`src/rtl/mips_pkg.sv`:
```
// Shared MIPS constants, fetch FSM state encoding and the branch-offset helper.
package mips_pkg;

    // Opcode / funct fields used by the fetch-side control flow
    localparam logic [5:0] OP_RTYPE = 6'h00;
    localparam logic [5:0] OP_J     = 6'h02;
    localparam logic [5:0] OP_JAL   = 6'h03;
    localparam logic [5:0] OP_BEQ   = 6'h04;
    localparam logic [5:0] FUNCT_JR = 6'h08;

    // sll $0,$0,0 encodes as all zeros and is the canonical bubble
    localparam logic [31:0] NOP_INSTR = 32'h0000_0000;

    // BOOT is a one-cycle settle state after reset release with no cache read
    typedef enum logic [1:0] {
        BOOT  = 2'd0,
        FETCH = 2'd1,
        MISS  = 2'd2
    } fetch_state_t;

    // Sign-extend a 16-bit word offset and convert it to a byte offset
    function automatic logic [31:0] branch_offset(input logic [15:0] imm);
        return {{14{imm[15]}}, imm, 2'b00};
    endfunction

endpackage

```
`src/rtl/if_stage_next_pc_sel.sv`:
```
// Combinational next-PC helper: sequential PC+4 and the JR > Jump > Branch
// redirect target computed from the instruction currently held in IF/ID.
module next_pc_sel
    import mips_pkg::*;
(
    input  logic [31:0] pc,
    input  logic [31:0] instr,
    input  logic [31:0] pc4,
    input  logic [31:0] rs_data,
    input  logic        jr,
    input  logic        jump,
    output logic [31:0] pc_plus4,
    output logic [31:0] redirect_tgt
);

    // Sequential successor; 32-bit wrap at the top of the address space is intended
    assign pc_plus4 = pc + 32'd4;

    // Target mux; JR targets are forced word aligned
    always_comb begin
        redirect_tgt = pc4 + branch_offset(instr[15:0]);
        if (jr) begin
            redirect_tgt = {rs_data[31:2], 2'b00};
        end else if (jump) begin
            redirect_tgt = {pc4[31:28], instr[25:0], 2'b00};
        end
    end

endmodule

```
`src/rtl/if_stage.sv`:
```
// MIPS instruction-fetch stage: PC, I-cache request, pending redirect and the
// IF/ID pipeline register. Defining IFETCH_PERF_CNT_EN adds saturating
// fetch/stall performance counters; otherwise the perf ports read zero.
//
// Handshake: the I-cache read is a single-cycle request. oICACHE_ren/addr are
// driven from registered state; iICACHE_rdata is consumed in the same cycle
// only when ren=1 and iICACHE_stall=0. A stall freezes the whole stage.
module if_stage
    import mips_pkg::*;
#(
    parameter logic [31:0] RESET_PC  = 32'h0000_0000,
    parameter logic [31:0] NOP_INSTR = mips_pkg::NOP_INSTR,
    parameter int          CNT_W     = 32
) (
    input  logic             clk,
    input  logic             rst_n,
    output logic             oICACHE_ren,
    output logic [29:0]      oICACHE_addr,
    input  logic [31:0]      iICACHE_rdata,
    input  logic             iICACHE_stall,
    input  logic             iHazard_stall,
    input  logic             iJump,
    input  logic             iJR,
    input  logic             iBranch,
    input  logic             iEqual,
    input  logic [31:0]      iRS_data,
    output logic [31:0]      oIFID_instr,
    output logic [31:0]      oIFID_pc4,
    output logic             oIFID_valid,
    output logic [CNT_W-1:0] oPerf_fetch,
    output logic [CNT_W-1:0] oPerf_stall,
    output logic [1:0]       dbg_state
);

    fetch_state_t state_q, state_d;
    logic [31:0]  pc_q;
    logic         pend_valid_q;
    logic [31:0]  pend_tgt_q;
    logic [31:0]  pc_plus4;
    logic [31:0]  redirect_tgt;
    logic         redirect;
    logic         fetch_accept;

    next_pc_sel u_next_pc_sel (
        .pc           (pc_q),
        .instr        (oIFID_instr),
        .pc4          (oIFID_pc4),
        .rs_data      (iRS_data),
        .jr           (iJR),
        .jump         (iJump),
        .pc_plus4     (pc_plus4),
        .redirect_tgt (redirect_tgt)
    );

    // A control transfer is only honoured for a real instruction not held by a load-use stall
    assign redirect = ~iHazard_stall & (iJR | iJump | (iBranch & iEqual)) & oIFID_valid;

    // Cycle in which a fetched instruction actually enters IF/ID
    assign fetch_accept = (state_q != BOOT) & ~iICACHE_stall & ~redirect
                        & ~pend_valid_q & ~iHazard_stall;

    assign oICACHE_addr = pc_q[31:2];
    assign dbg_state    = state_q;

    // FSM state register
    always_ff @(posedge clk or negedge rst_n) begin
        if (!rst_n) begin
            state_q <= BOOT;
        end else begin
            state_q <= state_d;
        end
    end

    // FSM next state and cache read enable
    always_comb begin
        state_d     = state_q;
        oICACHE_ren = 1'b0;
        case (state_q)
            BOOT: begin
                state_d = FETCH;
            end
            FETCH: begin
                oICACHE_ren = 1'b1;
                if (iICACHE_stall) state_d = MISS;
            end
            MISS: begin
                oICACHE_ren = 1'b1;
                if (!iICACHE_stall) state_d = FETCH;
            end
            default: begin
                state_d = BOOT;
            end
        endcase
    end

    // PC, pending redirect and IF/ID update; first matching rule wins
    always_ff @(posedge clk or negedge rst_n) begin
        if (!rst_n) begin
            pc_q         <= RESET_PC;
            pend_valid_q <= 1'b0;
            pend_tgt_q   <= '0;
            oIFID_instr  <= NOP_INSTR;
            oIFID_pc4    <= '0;
            oIFID_valid  <= 1'b0;
        end else if (state_q == BOOT) begin
            // No read is issued in BOOT, so nothing advances
        end else if (iICACHE_stall) begin
            // Keep the first redirect seen during a miss; IF/ID holds so it may repeat
            if (redirect && !pend_valid_q) begin
                pend_valid_q <= 1'b1;
                pend_tgt_q   <= redirect_tgt;
            end
        end else if (redirect || pend_valid_q) begin
            pc_q         <= pend_valid_q ? pend_tgt_q : redirect_tgt;
            pend_valid_q <= 1'b0;
            oIFID_instr  <= NOP_INSTR;
            oIFID_pc4    <= '0;
            oIFID_valid  <= 1'b0;
        end else if (iHazard_stall) begin
            // Load-use stall: hold PC and IF/ID
        end else begin
            pc_q        <= pc_plus4;
            oIFID_instr <= iICACHE_rdata;
            oIFID_pc4   <= pc_plus4;
            oIFID_valid <= 1'b1;
        end
    end

`ifdef IFETCH_PERF_CNT_EN
    logic [CNT_W-1:0] fetch_cnt_q;
    logic [CNT_W-1:0] stall_cnt_q;

    // Saturating counters of accepted fetches and I-cache stall cycles
    always_ff @(posedge clk or negedge rst_n) begin
        if (!rst_n) begin
            fetch_cnt_q <= '0;
            stall_cnt_q <= '0;
        end else begin
            if (fetch_accept && (fetch_cnt_q != {CNT_W{1'b1}})) begin
                fetch_cnt_q <= fetch_cnt_q + 1'b1;
            end
            if (iICACHE_stall && (stall_cnt_q != {CNT_W{1'b1}})) begin
                stall_cnt_q <= stall_cnt_q + 1'b1;
            end
        end
    end

    assign oPerf_fetch = fetch_cnt_q;
    assign oPerf_stall = stall_cnt_q;
`else
    assign oPerf_fetch = '0;
    assign oPerf_stall = '0;
`endif

endmodule

```
`config.mk`:
```
export PLATFORM = sky130hd
export DESIGN_NAME = if_stage
export DESIGN_NICKNAME = d
export VERILOG_FILES = /design/src/rtl/mips_pkg.sv /design/src/rtl/if_stage_next_pc_sel.sv /design/src/rtl/if_stage.sv
export SDC_FILE = /design/constraint.sdc
export NUM_CORES = 1
export LEC_CHECK = 0
export CAP_MARGIN = 25
export CORE_ASPECT_RATIO = 1.2
export CORE_MARGIN = 3
export CORE_UTILIZATION = 54
export CTS_CLUSTER_DIAMETER = 60
export DETAILED_ROUTE_END_ITERATION = 10
export PLACE_DENSITY = 0.87
export SETUP_SLACK_MARGIN = 0.3
export SLEW_MARGIN = 20
export SYNTH_ARGS = -nofsm -noshare
export SYNTH_HDL_FRONTEND = slang
export SYNTH_SLANG_ARGS = --single-unit
export TNS_END_PERCENT = 30
```
`constraint.sdc`:
```
create_clock -name clk -period 3.9 [get_ports clk]
set_clock_uncertainty 0.1 [all_clocks]
set_input_delay 0.78 -clock clk [delete_from_list [all_inputs] [get_ports clk]]
set_output_delay 0.78 -clock clk [all_outputs]
set_load 0.02 [all_outputs]
```
# == Yosys cells after proc, flatten, opt, wreduce, memory -nomap -nowiden ==
# Index checks and enable logic that the tools add are counted.
# classes
n_addsub,2
n_eq_ne,6
n_mux,17
bitwise_logic,8
reduce_logical,10
# op_table
cell,n
$mux 32,8
$add 32x3->32 const B,1
$add 32x32->32,1
$reduce_and 3->1,3
$mux 1,6
$pmux 2 s3,1
$mux 2,2
$ne 2x1->1 const B,2
$ne 2x2->1 const B,2
$and 1x1->1,3
$not 1->1,3
$eq 2x1->1 const B,1
$eq 2x2->1 const B,1
$logic_not 2->1,1
$or 1x1->1,2
$reduce_and 2->1,1
$reduce_bool 2->1,1
$reduce_or 2->1,1
$logic_and 1x1->1,1
$logic_not 1->1,1
$logic_or 1x1->1,1
# totals
regBits,132
inputBits,72

# == Longest topological paths before layout ==
# Gate-level depths: netlist of run 1.
# depth
ltp_word,7
ltp_mapped,10
ltp_nobuf,10

# == Hierarchy ==
# A second synthesis of run 1 with hierarchy kept.
# unflattened
cells_unflattened,1078
area_unflattened_um2,9100.0
# by_module_without_submodules
mod,n_inst,cells_per_inst,area_per_inst_um2,seq_area_each_um2
if_stage,1,648,6203.4,3303.2
next_pc_sel,1,430,2896.5,0.0

# == Worst setup path after synthesis of run 1 ==
# OpenSTA, ideal clock, no wires.
# synth_path
path_type,register -> register
from,register oIFID_instr[15]
to,register pend_tgt_q[31]
setup_time_ns,0.126
arrival_ns,2.636
setup_slack_ns,1.038
path_stages_with_launch,11
path_buffers,1
period_less_slack_ns,2.862
path_cell_list,dfrtp_1 > ha_1 > buf_2 > a21o_1 > a21o_1 > a21oi_1 > o21ai_0 > a221o_1 > o21a_1 > o311ai_1 > nand2_1
# synth_via
elab_chain_len,3
# synth_lines
item,line_no,source
"start, declared",if_stage.sv:27,"output logic [31:0] oIFID_instr,"
"start signal, assigned",if_stage.sv:123,oIFID_instr <= iICACHE_rdata;
$add 32x32->32,if_stage_next_pc_sel.sv:21,redirect_tgt = pc4 + branch_offset(instr[15:0]);
$mux 32,if_stage_next_pc_sel.sv:24,end else if (jump) begin
$mux 32,if_stage_next_pc_sel.sv:22,if (jr) begin
"end signal, assigned",if_stage.sv:111,pend_tgt_q <= redirect_tgt;
"end, declared",if_stage.sv:38,logic [31:0] pend_tgt_q;
# Every way passes these cells.
# A chain may end at the register's enable or synchronous reset.

# == Worst setup path in the final report of run 1 ==
# layout_path
from,register oIFID_pc4[2]
to,register pc_q[20]
# layout_via
elab_chain_len,5
# layout_lines
item,line_no,source
"start, declared",if_stage.sv:28,"output logic [31:0] oIFID_pc4,"
"start signal, assigned",if_stage.sv:124,oIFID_pc4 <= pc_plus4;
$add 32x32->32,if_stage_next_pc_sel.sv:21,
$mux 32,if_stage_next_pc_sel.sv:24,
$mux 32,if_stage_next_pc_sel.sv:22,
$mux 32,if_stage.sv:114,pc_q <= pend_valid_q ? pend_tgt_q : redirect_tgt;
$mux 32,if_stage.sv:113,end else if (redirect || pend_valid_q) begin
"end signal, assigned",if_stage.sv:114,
"end signal, assigned",if_stage.sv:122,pc_q <= pc_plus4;
"end, declared",if_stage.sv:36,logic [31:0] pc_q;
# Every way passes these cells.

==> metrics, run 1 <==
critical path data arrival time=3.65 ns; fmax=287.4 MHz; vias in the first global route=8604; number of buffers added on ports=167; Syn Std Cell Area=9006 sq um; Core ar.=16270 sq um; fraction of synthesis flops using an asynchronous set or reset pin=100.0%; share of post-route cells with drive strength above 1=6.741%; post-synthesis register bit count=132; final RePlAce weighted congestion=0.9235; Top FF cell, synth=sky130_fd_sc_hd__dfrtp_1; sequential cell area fraction in the yosys report=36.68%; Post-DP HPWL=20870 microns; slew at the pin closest to its max-slew limit=0.8442 ns; Worst Setup End Kind=register; per-instance average area after synthesis=8.143 sq um; initial antenna violation count=0; Peak supply drop=0.4766 mV; CTS Root Cell=sky130_fd_sc_hd__clkbuf_16; global route overflow=0; startpoint class of the critical path=register; cell count after synthesis=1106; Worst Path Max Fanout=6; Power per Cell Area=886.7 nW/um^2; number of buffers on the longest clock path=2; RSZ-0062 raised after global routing=no; Area Overhead vs Synth=25.02%; setup slack of the critical path after layout=0.4201 ns; Die Area=18270 sq um; average detailed-routed wire length per instance=19.96 microns; number of failing setup endpoints in the final timing report=0; clock transition time at the flip-flop clock pins of the worst setup and hold paths=0.06 ns; end-of-flow core utilization=69.20%; static leakage=4.857 nW; sink count of the clock tree=132; final-stage net count=1354; total number of vias=8884; drc violations=0; diodes inserted=0; first-pass iteration count of the detailed router=8; number of nets still failing antenna checks after routing=0; normalized max-slew margin=43.51%; CP Class=register to register; final hold violation count=0; warning count from the yosys run=0; die extent in x=123.9 microns; Placement Setup Slack=0.3588 ns; setup tns final=0 ns; path type of the worst min-delay path=input port to asynchronous set/reset pin; # Post-CTS Setup Buffers=0; worst reg2reg path depth=10; total of hold buffers inserted after clock tree synthesis=0; Synth cell types=81; CTS H-tree depth=4; maximum number of pins on one net before global-route repair=98; clock latency at the later pin of the worst-skew pair=0.42 ns; Routed WL=29410 microns; vertical die dimension=147.5 microns; maximum capacitance violations=0; effective utilization at floorplan=55.35%; wire length of the first global-routing pass=46060 microns; CTS tree=yes; Final Cycle Share=89.23%; result of the run=finished, final reports clean; top-level port count=234; Global Route Usage Sum=32.58%; final critical delay including setup and external delays=3.480 ns; EDFF count, synth=0; Vias per Instance=6.031; Crit path required time=4.07 ns; fin. max-slew vios=0; total number of placement rows=51; total clock buffers created by CTS=17; initial DRC count=975; post-cts resize count=0
-- metrics by stage --
step                      std cells  hold slack, ns  instance area, sq um  power (mW)
after floorplan                1169          0.3390                  9243       6.119
after global placement         1441          0.3533                 10650       8.044
after detailed placement       1441          0.3617                 10650       8.196
after CTS                      1473          0.3161                 11260       9.926
after global routing           1473          0.3387                 11260       10.61
final                          1473          0.2805                 11260       9.984
-- worst max-delay path, cell delays in order (launching register included) --
cell                       delay [ns]
sky130_fd_sc_hd__dfrtp_1         0.42
sky130_fd_sc_hd__ha_1            0.23
sky130_fd_sc_hd__fa_1            0.41
sky130_fd_sc_hd__a21oi_1         0.29
sky130_fd_sc_hd__o211ai_1        0.18
sky130_fd_sc_hd__a21oi_2         0.29
sky130_fd_sc_hd__nand2_2         0.17
sky130_fd_sc_hd__a211oi_2        0.25
sky130_fd_sc_hd__xnor2_1         0.09
sky130_fd_sc_hd__a222oi_1        0.66
sky130_fd_sc_hd__o221ai_1        0.23
-- cells in the final DEF, fill, tap and decap left out, types with 6 or more instances in the layout --
cell	instances
sky130_fd_sc_hd__a21o_1	12
sky130_fd_sc_hd__a21oi_1	75
sky130_fd_sc_hd__a31oi_1	12
sky130_fd_sc_hd__and2_1	7
sky130_fd_sc_hd__and3_1	11
sky130_fd_sc_hd__buf_4	21
sky130_fd_sc_hd__clkbuf_16	17
sky130_fd_sc_hd__clkdlybuf4s50_1	166
sky130_fd_sc_hd__conb_1	64
sky130_fd_sc_hd__dfrtp_1	132
sky130_fd_sc_hd__ha_1	33
sky130_fd_sc_hd__inv_1	17
sky130_fd_sc_hd__mux2i_1	12
sky130_fd_sc_hd__nand2_1	204
sky130_fd_sc_hd__nand2b_1	8
sky130_fd_sc_hd__nand3_1	29
sky130_fd_sc_hd__nand4_1	22
sky130_fd_sc_hd__nor2_1	75
sky130_fd_sc_hd__nor2b_1	9
sky130_fd_sc_hd__nor3_1	16
sky130_fd_sc_hd__o211ai_1	10
sky130_fd_sc_hd__o21ai_0	111
sky130_fd_sc_hd__o21ai_1	6
sky130_fd_sc_hd__o22a_1	6
sky130_fd_sc_hd__o22ai_1	7
sky130_fd_sc_hd__o31ai_1	17
sky130_fd_sc_hd__xnor2_1	23
sky130_fd_sc_hd__xor2_1	21
-- metal layers --
layer	GRT usage, %	vias up	share of wire [%]	routed length (microns)
met1	38.34	4167	36	10570
met4	20.71	0	7.2	2107
met2	53.15	528	48	14170
met3	7.271	111	8.7	2554
li1	-	4078	-	-
met5	0	-	0	0
-- final timing paths --
path / start / endpoint / slack [ns]
hold / removal: rst_n / oIFID_instr[21] / 0.28
max in group asynchronous: rst_n / pend_tgt_q[0] / 2.62
setup reg to reg: oIFID_pc4[2] / pc_q[20] / 0.42
setup / recovery: oIFID_pc4[2] / pc_q[20] / 0.42
hold reg to reg: oIFID_instr[27] / oIFID_instr[27] / 0.38
min in group clk: oIFID_instr[27] / oIFID_instr[27] / 0.38
-- area by class of cell --
type                       count  area (sq um)
tap                          212         265.3
clock inverter                14         175.2
fill                        1313          5012
multi-input combinational    889          5139
inverter                      18         67.56
clock buffer                  18         439.2
sequential                   132          3303
timing repair buffer         190          1871
-- report_power, final --
group          internal (mW)  switching (mW)  leakage [nW]
clock network           1.03           0.644         0.305
logic                   2.28            3.22          2.90
registers               2.00           0.811          1.66
total                   5.31            4.67          4.86
-- cell families (layout without fill, tap and decap cells) --
| kind of cell | Yosys count | in the layout | synth area share (%) |
|---|---|---|---|
| buffers and inverters | 148 | 240 | 9.169 |
| other | 1 | 64 | 0.04164 |
| multiplexers | 15 | 15 | 1.709 |
| flip-flops | 132 | 132 | 36.68 |
| AND/OR/NAND/NOR | 410 | 410 | 20.84 |
| AO/OA/AOI/OAI | 322 | 322 | 22.48 |
| XOR/XNOR | 44 | 44 | 4.279 |
| adder cells (fa/ha/maj) | 34 | 34 | 4.807 |
-- sequential cells by signal, indices dropped and copies added, names as in the netlist --
register / flops
pend_valid_q: 1
pc_q: 32
pend_tgt_q: 32
oIFID_instr: 32
dbg_state: 2
oIFID_valid: 1
oIFID_pc4: 32
-- synth_stat cells, types with 5 or more instances --
| master | number | share of area (%) |
|---|---|---|
| sky130_fd_sc_hd__a211oi_1 | 5 | 0.42 |
| sky130_fd_sc_hd__a21o_1 | 12 | 1.0 |
| sky130_fd_sc_hd__a21oi_1 | 75 | 4.2 |
| sky130_fd_sc_hd__a222oi_1 | 5 | 0.56 |
| sky130_fd_sc_hd__a31oi_1 | 12 | 0.83 |
| sky130_fd_sc_hd__and2_1 | 7 | 0.49 |
| sky130_fd_sc_hd__and3_1 | 11 | 0.76 |
| sky130_fd_sc_hd__buf_2 | 17 | 0.94 |
| sky130_fd_sc_hd__buf_4 | 65 | 5.4 |
| sky130_fd_sc_hd__clkbuf_1 | 40 | 1.7 |
| sky130_fd_sc_hd__dfrtp_1 | 132 | 37 |
| sky130_fd_sc_hd__ha_1 | 33 | 4.6 |
| sky130_fd_sc_hd__inv_1 | 17 | 0.71 |
| sky130_fd_sc_hd__mux2i_1 | 12 | 1.3 |
| sky130_fd_sc_hd__nand2_1 | 205 | 8.5 |
| sky130_fd_sc_hd__nand2b_1 | 8 | 0.56 |
| sky130_fd_sc_hd__nand3_1 | 29 | 1.6 |
| sky130_fd_sc_hd__nand4_1 | 22 | 1.5 |
| sky130_fd_sc_hd__nor2_1 | 75 | 3.1 |
| sky130_fd_sc_hd__nor2b_1 | 9 | 0.63 |
| sky130_fd_sc_hd__nor3_1 | 16 | 0.89 |
| sky130_fd_sc_hd__nor3b_1 | 5 | 0.42 |
| sky130_fd_sc_hd__o211ai_1 | 10 | 0.83 |
| sky130_fd_sc_hd__o21ai_0 | 111 | 6.2 |
| sky130_fd_sc_hd__o21ai_1 | 7 | 0.39 |
| sky130_fd_sc_hd__o22a_1 | 6 | 0.58 |
| sky130_fd_sc_hd__o22ai_1 | 7 | 0.49 |
| sky130_fd_sc_hd__o31ai_1 | 17 | 1.4 |
| sky130_fd_sc_hd__xnor2_1 | 23 | 2.2 |
| sky130_fd_sc_hd__xor2_1 | 21 | 2.0 |
(Power assumes the default switching activity.)
==> run 2, diff against run 1 <==
--- a/config.mk
+++ b/config.mk
@@ -11,6 +11,7 @@
 export CORE_UTILIZATION = 54
 export CTS_CLUSTER_DIAMETER = 60
 export DETAILED_ROUTE_END_ITERATION = 10
+export GPL_TIMING_DRIVEN = 0
 export PLACE_DENSITY = 0.87
 export SETUP_SLACK_MARGIN = 0.3
 export SLEW_MARGIN = 20
==> metrics, run 2 (synthesis results as in run 1) <==
result of the run=finished, final reports clean; RSZ-0062 raised after global routing=yes; slew at the pin closest to its max-slew limit=0.9031 ns; commonest non-fill, non-tap cell in the layout=sky130_fd_sc_hd__nand2_1; number of nets still failing antenna checks after routing=0; Die Area=18270 sq um; total clock buffers created by CTS=17; fin. max-slew vios=0; Core ar.=16270 sq um; vias in the first global route=9275; die extent in x=123.9 microns; share of total power in combinational logic=56.7%; initial DRC count=1134; clock latency at the later pin of the worst-skew pair=0.43 ns; total number of vias=9614; diodes inserted=0; share of post-route cells with drive strength above 1=10.67%; Worst Setup End Kind=register; share of power burned in registers=27.4%; final RePlAce weighted congestion=0.9813; Post-DP HPWL=25470 microns; critical path data arrival time=3.70 ns; first-pass iteration count of the detailed router=6; drc violations=0; CTS H-tree depth=4; clock transition time at the flip-flop clock pins of the worst setup and hold paths=0.06 ns; total number of placement rows=51; vertical die dimension=147.5 microns; CP Class=register to register; Global Route Usage Sum=37.41%; sink count of the clock tree=132; number of failing setup endpoints in the final timing report=0; CTS tree=yes; wire length of the first global-routing pass=51520 microns; setup tns final=0 ns; Peak supply drop=0.4805 mV; number of buffers on the longest clock path=2; area post-placement=11200 sq um; proportion of total power due to net switching=48.39%; fmax=283.8 MHz; top-level port count=234; static leakage=5.212 nW; final hold violation count=0; commonest cells after routing, fill and taps aside=sky130_fd_sc_hd__nand2_1, sky130_fd_sc_hd__clkdlybuf4s50_1, sky130_fd_sc_hd__dfrtp_1; final design area excluding fillers=11800 sq um; Routed WL=34280 microns; maximum number of pins on one net before global-route repair=96; end-of-flow core utilization=72.49%; clock network power share=15.9%; total of hold buffers inserted after clock tree synthesis=0; final-stage net count=1462; overall power consumption=10.22 mW; maximum capacitance violations=0; path type of the worst min-delay path=input port to asynchronous set/reset pin; switching pwr=4.945 mW; effective utilization at floorplan=55.35%; Crit path required time=4.08 ns; final critical delay including setup and external delays=3.523 ns; initial antenna violation count=0; number of buffers added on ports=166; Vias per Instance=6.085; average detailed-routed wire length per instance=21.70 microns; CTS Root Cell=sky130_fd_sc_hd__clkbuf_16; Final Cycle Share=90.34%; global route overflow=0; startpoint class of the critical path=register; worst hold slack=0.1135 ns; Power per Cell Area=866.4 nW/um^2; Int Power=5.274 mW; Worst Path Max Fanout=6; normalized max-slew margin=39.79%; Area Overhead vs Synth=30.97%
run 2: changes by cell type in the layout (fill, tap and decap cells not counted), sizes merged:
cell           previous run  this run
buf                      24        89
bufinv                    3         2
clkbuf                   18        62
clkdlybuf4s50           166       165
clkinv                    8         4
clkinvlp                  0         2
inv                      21        23
run 2: area by class of cell:
type | instances | area [sq um]
Fill cell | 1321 | 4477
Clock inverter | 13 | 148.9
Clock buffer | 18 | 429.2
Buffer | 130 | 758.2
Tap cell | 212 | 265.3
Timing Repair Buffer | 168 | 1702
Multi-Input combinational cell | 889 | 5121
Sequential cell | 132 | 3303
Inverter | 18 | 67.56
run 2: worst paths after layout:
path | from | to | slack (ns) | cells past startpoint
setup / recovery | oIFID_instr[0] | pc_q[20] | 0.38 | 10
hold / removal | rst_n | oIFID_instr[22] | 0.11 | 1
setup reg to reg | oIFID_instr[0] | pc_q[20] | 0.38 | 10
hold reg to reg | pend_tgt_q[26] | pend_tgt_q[26] | 0.38 | 2
max in group asynchronous | rst_n | oIFID_pc4[15] | 2.76 | 2
min in group clk | pend_tgt_q[26] | pend_tgt_q[26] | 0.38 | 2
run 2: layer usage:
| metal | wire length, microns | GRT usage (%) | part of all wire, % |
|---|---|---|---|
| met1 | 11980 | 44.10 | 35 |
| met2 | 16410 | 60.35 | 48 |
| met3 | 3326 | 8.037 | 9.7 |
| met4 | 2569 | 25.42 | 7.5 |
| met5 | 0 | 0 | 0 |
run 2: power by group through the flow:
| stage | registers, mW | clock network [mW] | logic (mW) |
|---|---|---|---|
| 6_report | 2.80 | 1.62 | 5.80 |
| 5_1_grt | 2.86 | 1.68 | 6.25 |
| 4_1_cts | 2.77 | 1.62 | 5.70 |
| 3_5_place_dp | 2.78 | 0 | 5.65 |
| 3_3_place_gp | 2.76 | 0 | 5.53 |
| 2_1_floorplan | 3.09 | 0 | 3.03 |
run 2: critical path, stage by stage (launching register included):
cell and delay (ns):
sky130_fd_sc_hd__dfrtp_1 0.40, sky130_fd_sc_hd__ha_1 0.24, sky130_fd_sc_hd__fa_1 0.41, sky130_fd_sc_hd__a21oi_1 0.31, sky130_fd_sc_hd__o211ai_1 0.18, sky130_fd_sc_hd__a21oi_2 0.29
sky130_fd_sc_hd__nand2_2 0.20, sky130_fd_sc_hd__a211oi_2 0.24, sky130_fd_sc_hd__xnor2_1 0.09, sky130_fd_sc_hd__a222oi_1 0.67, sky130_fd_sc_hd__o221ai_1 0.24
run 2: repair_timing:
action | in CTS | in global routing
resized for setup | 0 | 1
setup buffers | 0 | 1
setup endpoints to repair | 0 | 7
run 2: per-stage QoR:
stage	worst slack (ns)	cells
4_1_cts	0.3174	1579
3_3_place_gp	-3.354	1547
2_1_floorplan	1.038	1169
3_5_place_dp	0.06281	1548
5_1_grt	0.2545	1580
6_report	0.3766	1580
